**config.mk**
```make
export PLATFORM = sky130hd
export DESIGN_NAME = snp_req_sched_flat
export DESIGN_NICKNAME = d
export VERILOG_FILES = /design/src/rtl/snp_req_sched_if.sv /design/src/rtl/snp_req_sched.sv /design/src/flat_wrapper.sv
export SDC_FILE = /design/constraint.sdc
export NUM_CORES = 1
export LEC_CHECK = 0
export BUFFER_PORTS_ARGS = -buffer_cell sky130_fd_sc_hd__buf_2
export CELL_PAD_IN_SITES_DETAIL_PLACEMENT = 0
export CELL_PAD_IN_SITES_GLOBAL_PLACEMENT = 1
export CORE_UTILIZATION = 37
export DETAILED_ROUTE_END_ITERATION = 6
export PLACE_DENSITY = 0.88
export SKIP_LAST_GASP = 1
export SLEW_MARGIN = 15
export SYNTH_ARGS = -nofsm -noshare
export SYNTH_HDL_FRONTEND = slang
export SYNTH_HIERARCHICAL = 1
export SYNTH_SLANG_ARGS = --single-unit
```
**constraint.sdc**
```tcl
create_clock -name clk -period 5 [get_ports clk]
set_input_delay 0.5 -clock clk [delete_from_list [all_inputs] [get_ports clk]]
set_output_delay 0.5 -clock clk [all_outputs]
set_load 0.03 [all_outputs]
```
**src/rtl/snp_req_sched_if.sv**
```systemverilog
`default_nettype none
// ============================================================================
//  Module   : snp_req_sched_if
//  Purpose  : Snoop request/response bus plus shared state-array port of the
//             snoop-request scheduler.
//  Revision : 1.0  initial release
// ============================================================================
interface snp_req_sched_if #(
    parameter int ADDR_WIDTH   = 32,
    parameter int SET_WIDTH    = 6,
    parameter int OFFSET_WIDTH = 6
);
    localparam int TAG_WIDTH = ADDR_WIDTH - SET_WIDTH - OFFSET_WIDTH;

    logic                    snp_req_valid;
    logic                    snp_req_ready;
    logic [ADDR_WIDTH-1:0]   snp_req_addr;
    logic [1:0]              snp_req_op;
    logic                    snp_rsp_valid;
    logic                    snp_rsp_ready;
    logic [1:0]              snp_rsp;
    logic [ADDR_WIDTH-1:0]   snp_rsp_addr;
    logic                    st_req;
    logic                    st_gnt;
    logic                    st_we;
    logic [SET_WIDTH-1:0]    st_set;
    logic [2:0]              st_wr_state;
    logic [TAG_WIDTH-1:0]    st_rd_tag;
    logic [2:0]              st_rd_state;

    // Scheduler side
    modport slave (
        input  snp_req_valid, snp_req_addr, snp_req_op, snp_rsp_ready,
               st_gnt, st_rd_tag, st_rd_state,
        output snp_req_ready, snp_rsp_valid, snp_rsp, snp_rsp_addr,
               st_req, st_we, st_set, st_wr_state
    );

    // Bus / arbiter / state-array side
    modport master (
        output snp_req_valid, snp_req_addr, snp_req_op, snp_rsp_ready,
               st_gnt, st_rd_tag, st_rd_state,
        input  snp_req_ready, snp_rsp_valid, snp_rsp, snp_rsp_addr,
               st_req, st_we, st_set, st_wr_state
    );
endinterface
`default_nettype wire

```
**src/rtl/snp_req_sched.sv**
```systemverilog
`default_nettype none
// ============================================================================
//  Module   : snp_req_sched (+ fsm_snp_req_ctrl)
//  Purpose  : Sequences one bus snoop through read / next-state / write-back
//             of the shared line-state array and returns the snoop response.
//             Optional macro SNP_MISS_WR_SKIP_EN skips the write on a miss.
//  Revision : 1.0  initial release
// ============================================================================
module snp_req_sched #(
    parameter int ADDR_WIDTH   = 32,
    parameter int SET_WIDTH    = 6,
    parameter int OFFSET_WIDTH = 6
) (
    input  wire logic       clk,
    input  wire logic       rst,
    snp_req_sched_if.slave  bus
);
    localparam int         TAG_WIDTH  = ADDR_WIDTH - SET_WIDTH - OFFSET_WIDTH;
    localparam logic [1:0] SUT_INV    = 2'b01;
    localparam logic [2:0] ST_INVALID = 3'b000;

    typedef enum logic [2:0] {
        S_IDLE    = 3'd0,
        S_RD_REQ  = 3'd1,
        S_RD_WAIT = 3'd2,
        S_WR      = 3'd3,
        S_RSP     = 3'd4
    } state_t;

    state_t                  state_q, state_d;
    logic [1:0]              op_q, op_d;
    logic                    snp_req_ready_q, snp_req_ready_d;
    logic                    snp_rsp_valid_q, snp_rsp_valid_d;
    logic [1:0]              snp_rsp_q, snp_rsp_d;
    logic [ADDR_WIDTH-1:0]   snp_rsp_addr_q, snp_rsp_addr_d;
    logic                    st_req_q, st_req_d;
    logic                    st_we_q, st_we_d;
    logic [SET_WIDTH-1:0]    st_set_q, st_set_d;
    logic [2:0]              st_wr_state_q, st_wr_state_d;

    logic                    w_hit;
    logic [2:0]              w_cur_st;
    logic [2:0]              w_fsm_nxt;
    logic [1:0]              w_fsm_rsp;

    // The captured address doubles as the response address for the whole snoop.
    assign w_hit    = (bus.st_rd_tag == snp_rsp_addr_q[ADDR_WIDTH-1 -: TAG_WIDTH]) &&
                      (bus.st_rd_state != ST_INVALID);
    assign w_cur_st = w_hit ? bus.st_rd_state : ST_INVALID;

    fsm_snp_req_ctrl u_ctrl (
        .op      (op_q),
        .cur_st  (w_cur_st),
        .nxt_st  (w_fsm_nxt),
        .snp_rsp (w_fsm_rsp)
    );

    always_comb begin
        state_d        = state_q;
        op_d           = op_q;
        snp_rsp_d      = snp_rsp_q;
        snp_rsp_addr_d = snp_rsp_addr_q;
        st_set_d       = st_set_q;
        st_wr_state_d  = st_wr_state_q;

        case (state_q)
            S_IDLE: begin
                if (bus.snp_req_valid && snp_req_ready_q) begin
                    state_d        = S_RD_REQ;
                    op_d           = bus.snp_req_op;
                    snp_rsp_addr_d = bus.snp_req_addr;
                    st_set_d       = bus.snp_req_addr[OFFSET_WIDTH +: SET_WIDTH];
                end
            end
            S_RD_REQ: begin
                if (bus.st_gnt) begin
                    state_d = S_RD_WAIT;
                end
            end
            S_RD_WAIT: begin
                snp_rsp_d     = w_hit ? w_fsm_rsp : SUT_INV;
                st_wr_state_d = w_hit ? w_fsm_nxt : bus.st_rd_state;
`ifdef SNP_MISS_WR_SKIP_EN
                state_d       = w_hit ? S_WR : S_RSP;
`else
                state_d       = S_WR;
`endif
            end
            S_WR: begin
                state_d = S_RSP;
            end
            S_RSP: begin
                if (bus.snp_rsp_ready) begin
                    state_d = S_IDLE;
                end
            end
            default: begin
                state_d = S_IDLE;
            end
        endcase

        // Outputs are registered images of the state being entered.
        snp_req_ready_d = (state_d == S_IDLE);
        snp_rsp_valid_d = (state_d == S_RSP);
        st_req_d        = (state_d == S_RD_REQ) || (state_d == S_RD_WAIT) || (state_d == S_WR);
        st_we_d         = (state_d == S_WR);
    end

    always_ff @(posedge clk or posedge rst) begin
        if (rst) begin
            state_q         <= S_IDLE;
            op_q            <= 2'b00;
            snp_req_ready_q <= 1'b0;
            snp_rsp_valid_q <= 1'b0;
            snp_rsp_q       <= SUT_INV;
            snp_rsp_addr_q  <= '0;
            st_req_q        <= 1'b0;
            st_we_q         <= 1'b0;
            st_set_q        <= '0;
            st_wr_state_q   <= ST_INVALID;
        end else begin
            state_q         <= state_d;
            op_q            <= op_d;
            snp_req_ready_q <= snp_req_ready_d;
            snp_rsp_valid_q <= snp_rsp_valid_d;
            snp_rsp_q       <= snp_rsp_d;
            snp_rsp_addr_q  <= snp_rsp_addr_d;
            st_req_q        <= st_req_d;
            st_we_q         <= st_we_d;
            st_set_q        <= st_set_d;
            st_wr_state_q   <= st_wr_state_d;
        end
    end

    assign bus.snp_req_ready = snp_req_ready_q;
    assign bus.snp_rsp_valid = snp_rsp_valid_q;
    assign bus.snp_rsp       = snp_rsp_q;
    assign bus.snp_rsp_addr  = snp_rsp_addr_q;
    assign bus.st_req        = st_req_q;
    assign bus.st_we         = st_we_q;
    assign bus.st_set        = st_set_q;
    assign bus.st_wr_state   = st_wr_state_q;
endmodule

// Per-line snoop transition and response decode. State bit0 marks a line that
// holds data the snoop may be served from.
module fsm_snp_req_ctrl (
    input  wire logic [1:0] op,
    input  wire logic [2:0] cur_st,
    output logic      [2:0] nxt_st,
    output logic      [1:0] snp_rsp
);
    localparam logic [1:0] SUR_RD     = 2'b00;
    localparam logic [1:0] SUR_INV    = 2'b01;
    localparam logic [1:0] SUR_RFO    = 2'b10;
    localparam logic [1:0] SUT_OKAY   = 2'b00;
    localparam logic [1:0] SUT_INV    = 2'b01;
    localparam logic [2:0] ST_INVALID = 3'b000;
    localparam logic [2:0] ST_SHARED  = 3'b001;

    always_comb begin
        nxt_st  = cur_st;
        snp_rsp = SUT_INV;
        case (op)
            SUR_RD: begin
                if (cur_st[0]) begin
                    nxt_st  = ST_SHARED;
                    snp_rsp = SUT_OKAY;
                end
            end
            SUR_INV: begin
                nxt_st  = ST_INVALID;
                snp_rsp = SUT_INV;
            end
            SUR_RFO: begin
                nxt_st  = ST_INVALID;
                snp_rsp = cur_st[0] ? SUT_OKAY : SUT_INV;
            end
            default: begin
                nxt_st  = cur_st;
                snp_rsp = SUT_INV;
            end
        endcase
    end
endmodule
`default_nettype wire

```
**src/flat_wrapper.sv**
```systemverilog
// flat-port wrapper written by rule: the top's interface ports become plain ports
module snp_req_sched_flat 
#(
    parameter int ADDR_WIDTH   = 32,
    parameter int SET_WIDTH    = 6,
    parameter int OFFSET_WIDTH = 6
)
  (clk, rst, bus_snp_req_valid, bus_snp_req_addr, bus_snp_req_op, bus_snp_rsp_ready, bus_st_gnt, bus_st_rd_tag, bus_st_rd_state, bus_snp_req_ready, bus_snp_rsp_valid, bus_snp_rsp, bus_snp_rsp_addr, bus_st_req, bus_st_we, bus_st_set, bus_st_wr_state);
  snp_req_sched_if #(.ADDR_WIDTH(ADDR_WIDTH), .SET_WIDTH(SET_WIDTH), .OFFSET_WIDTH(OFFSET_WIDTH)) bus_i ();
  input  wire logic clk;
  input  wire logic rst;
  input wire logic [$bits(bus_i.snp_req_valid)-1:0] bus_snp_req_valid;
  input wire logic [$bits(bus_i.snp_req_addr)-1:0] bus_snp_req_addr;
  input wire logic [$bits(bus_i.snp_req_op)-1:0] bus_snp_req_op;
  input wire logic [$bits(bus_i.snp_rsp_ready)-1:0] bus_snp_rsp_ready;
  input wire logic [$bits(bus_i.st_gnt)-1:0] bus_st_gnt;
  input wire logic [$bits(bus_i.st_rd_tag)-1:0] bus_st_rd_tag;
  input wire logic [$bits(bus_i.st_rd_state)-1:0] bus_st_rd_state;
  output wire logic [$bits(bus_i.snp_req_ready)-1:0] bus_snp_req_ready;
  output wire logic [$bits(bus_i.snp_rsp_valid)-1:0] bus_snp_rsp_valid;
  output wire logic [$bits(bus_i.snp_rsp)-1:0] bus_snp_rsp;
  output wire logic [$bits(bus_i.snp_rsp_addr)-1:0] bus_snp_rsp_addr;
  output wire logic [$bits(bus_i.st_req)-1:0] bus_st_req;
  output wire logic [$bits(bus_i.st_we)-1:0] bus_st_we;
  output wire logic [$bits(bus_i.st_set)-1:0] bus_st_set;
  output wire logic [$bits(bus_i.st_wr_state)-1:0] bus_st_wr_state;
  assign bus_i.snp_req_valid = bus_snp_req_valid;
  assign bus_i.snp_req_addr = bus_snp_req_addr;
  assign bus_i.snp_req_op = bus_snp_req_op;
  assign bus_i.snp_rsp_ready = bus_snp_rsp_ready;
  assign bus_i.st_gnt = bus_st_gnt;
  assign bus_i.st_rd_tag = bus_st_rd_tag;
  assign bus_i.st_rd_state = bus_st_rd_state;
  assign bus_snp_req_ready = bus_i.snp_req_ready;
  assign bus_snp_rsp_valid = bus_i.snp_rsp_valid;
  assign bus_snp_rsp = bus_i.snp_rsp;
  assign bus_snp_rsp_addr = bus_i.snp_rsp_addr;
  assign bus_st_req = bus_i.st_req;
  assign bus_st_we = bus_i.st_we;
  assign bus_st_set = bus_i.st_set;
  assign bus_st_wr_state = bus_i.st_wr_state;
  snp_req_sched #(.ADDR_WIDTH(ADDR_WIDTH), .SET_WIDTH(SET_WIDTH), .OFFSET_WIDTH(OFFSET_WIDTH)) u_core (.clk(clk), .rst(rst), .bus(bus_i));
endmodule
```
==> results.md <==
* Status: finished, final reports clean
* GRT overflow at 0
* First-pass GRT wire length at 7030 microns
* Area taken by flip-flops and latches at 1150 sq um
* Share of cells above drive strength 1 at 0.589
* Mapped cell area at ~2200 sq um
* Clock latency on the worst-skew pair at 290 ps
* Slowest stage delay, CP at 410 ps
* CP max FO at 10
* Synth top area cells: dfrtp_1 52%, mux2_2 17%, xor2_1 4.9%, xnor2_1 3.7%, buf_4 2.4%
* WP buf/inv at 0
* Vias at 1595
* Die Y at 78.3 microns
* Routed WL per cell at ~13 microns
* Final critical-path required period at 2380 ps
* Post-CTS setup buffers at 0
* Core area at 5570 sq um
* Setup TNS at 0 ps
* Crit-path leading delay family: simple AND/OR/NAND/NOR gates
* Met2 Track Usage GR at 0.238
* Synth Register Bits at 46
* Final weighted congestion in routability-driven placement at 0.751
* Synth cell count leaders: 45 x dfrtp_1, 33 x mux2_2, 12 x xor2_1
* Final HPWL DP at 3290 microns
* N_diodes at 0
* P&R area growth vs syn at 29.9%
* IO Port Bufs at between 100 and 150
* Predominant post-synthesis flop cell: dfrtp_1
* CTS resizes at 0
* Initial Utilization at 0.387
* FP Rows at 27
* Max Fclk at 0.420 GHz
* Yosys top cell area share at 0.522
* Post-route DRC at 0
* Worst endpoint required time at about 5200 ps
* Post-CTS Hold Fix Bufs at 0
* YS warnings at 6
* Clk_skew at 5.74 ps
* Vias/cell at between 4 and 5
* MaxCap Viol Count at 0
* Final hold violation count at 0
* GR peak layer: met2
* Crit path DAT at roughly 2600 ps
* Syn Inst Count at about 170
* Synth unique cells at 38
* CTS tree: yes
* Total CTS buffers at 5
* Syn avg cell area at 12.5 sq um
* Slew HR at 0.371
* Final non-filler cell total at 347
* Pwr dens at 686 nW/um^2
* Die area at between 6000 and 7000 sq um
* DP Cell Count at 339
* Clk sink count at 46
* Final Max Slew Viols at 0
* Ys async rst share at 1.00
* Crit path kind: flip-flop to flip-flop
* Area of the multi-input gates at 911 sq um
* Hold Path Class: input pin to asynchronous set/reset pin
* Tcrit/Tclk final at 0.476
* M3 GR Usage at 0.0512
* Sequential fraction of the synthesis area at 0.535
* Clk slew on worst S/H paths at 80 ps
* Crit path cell chain: xor2_1 -> nor4_1 -> nand3_1 -> nor3_4 -> and2_2 -> a21boi_1 -> o21a_1 -> mux2i_1 -> o22ai_1
* Nets at 336
* DRT antenna net count at 0
* LEAKAGE at 1.37 nW
* 1st-pass router iterations at 2
* Number of global-route vias before repair at 1557
* Crit-path slowest cell: dfrtp_1
* Met1 global-route usage at 0.184
* Iter 0 DRT Violations at 49
* Largest net degree at the start of global routing at 47
* Synthesized Nets at between 200 and 250
* Post-layout total power at 1.92 mW
* Crit end category: flip-flop
* CTS H-tree lvls at 2
* PnR worst setup slack at 2620 ps
* RSZ-0062 raised after global routing: false
* Setup slack after placement at 2420 ps
* Clock root buffer: clkbuf_8
* Most frequent cell after synthesis: dfrtp_1
* Post-Route WL at 4340 microns
* Number of flops mapped to enable cells by yosys at 0
* I/O pin count at 109
* CTS Buffer Depth at 2
* Cell taking the most area after synthesis: dfrtp_1
* Final setup violating endpoints at 0
* Layout fillers at 535
* Initial antenna violation count at 0
* CP Launch Type: flip-flop
* Slew @ Worst Pin at 943 ps
* Die Wd at a little under 80 microns
* GRT Util Overall at 0.148
* Max VDD drop at 264 uV
[flip-flops by register name, indices dropped and copies added, names as in the netlist]
register and count:
u_core/bus.snp_req_ready 1, u_core/bus.snp_rsp 2, u_core/bus.snp_rsp_addr 32, u_core/bus.snp_rsp_valid 1
u_core/bus.st_req 1, u_core/bus.st_we 1, u_core/bus.st_wr_state 3, u_core/op_q 2
u_core/state_q 3
[through the flow]
| stage | utilization | area [sq um] | hold slack [ps] |
|---|---|---|---|
| after floorplan | - | 2160 | 512 |
| after global placement | 0.486 | 2710 | 455 |
| after detailed placement | 0.486 | 2710 | 457 |
| after CTS | 0.502 | 2800 | 410 |
| after global routing | 0.502 | 2800 | 415 |
| final | 0.502 | 2800 | 418 |
[per-layer routing]
metal / vias to the layer above / wire (microns)
met5: - / 0
met4: 0 / 49
met3: 8 / 343
met2: 59 / 2060
met1: 741 / 1890
li1: 787 / -
[area by class of cell]
| class | instances | area share |
|---|---|---|
| well taps | 72 | 0.0322 |
| multi-input cells | 110 | 0.325 |
| clock inverters | 1 | 0.00179 |
| clock buffers | 7 | 0.0308 |
| flip-flops and latches | 46 | 0.412 |
| inverters | 2 | 0.00268 |
| repair buffers | 109 | 0.196 |
[cell families after synthesis]
kind of cell	Yosys count	synth area share
mux	35	0.182
flops	46	0.535
simple gates	38	0.109
buf+inv	16	0.0429
xor+xnor	21	0.0853
other cells	1	0.00174
compound gates	15	0.0447
[where the power goes]
part	internal, mW	switching, mW
Clock	0.112	0.119
Combinational	0.386	0.612
Sequential	0.552	0.141
Total	1.05	0.872
[placed cells by master (no fill, tap or decap), drive strengths merged, types with 2 or more instances in the layout]
cell	instances
a31o	2
inv	2
nand2	10
buf	109
nand4	2
dfrtp	45
clkbuf	7
nor2	5
nor4	4
nand2b	2
xor2	12
nor3	3
a21boi	3
a21oi	3
and2	3
o21ai	4
xnor2	9
mux2	34
or2	3
[final timing paths]
check                                                         from                                 endpoint  depth (start not counted)  slack, ps
max                        u_core/bus.snp_rsp_addr[27]$_DFFE_PP0P_    u_core/bus.st_wr_state[0]$_DFFE_PP0P_                          9       2620
min                                                            rst              u_core/state_q[0]$_DFF_PP0_                          2        420
max reg2reg                u_core/bus.snp_rsp_addr[27]$_DFFE_PP0P_    u_core/bus.st_wr_state[0]$_DFFE_PP0P_                          9       2620
min reg2reg                      u_core/bus.snp_rsp[1]$_DFFE_PP0P_        u_core/bus.snp_rsp[1]$_DFFE_PP0P_                          2        470
max in group asynchronous                                      rst  u_core/bus.snp_rsp_addr[31]$_DFFE_PP0P_                          2       4000
min in group clk                              bus_snp_req_addr[24]  u_core/bus.snp_rsp_addr[24]$_DFFE_PP0P_                          2        430
Note: power is estimated with default switching activity, not from simulation.
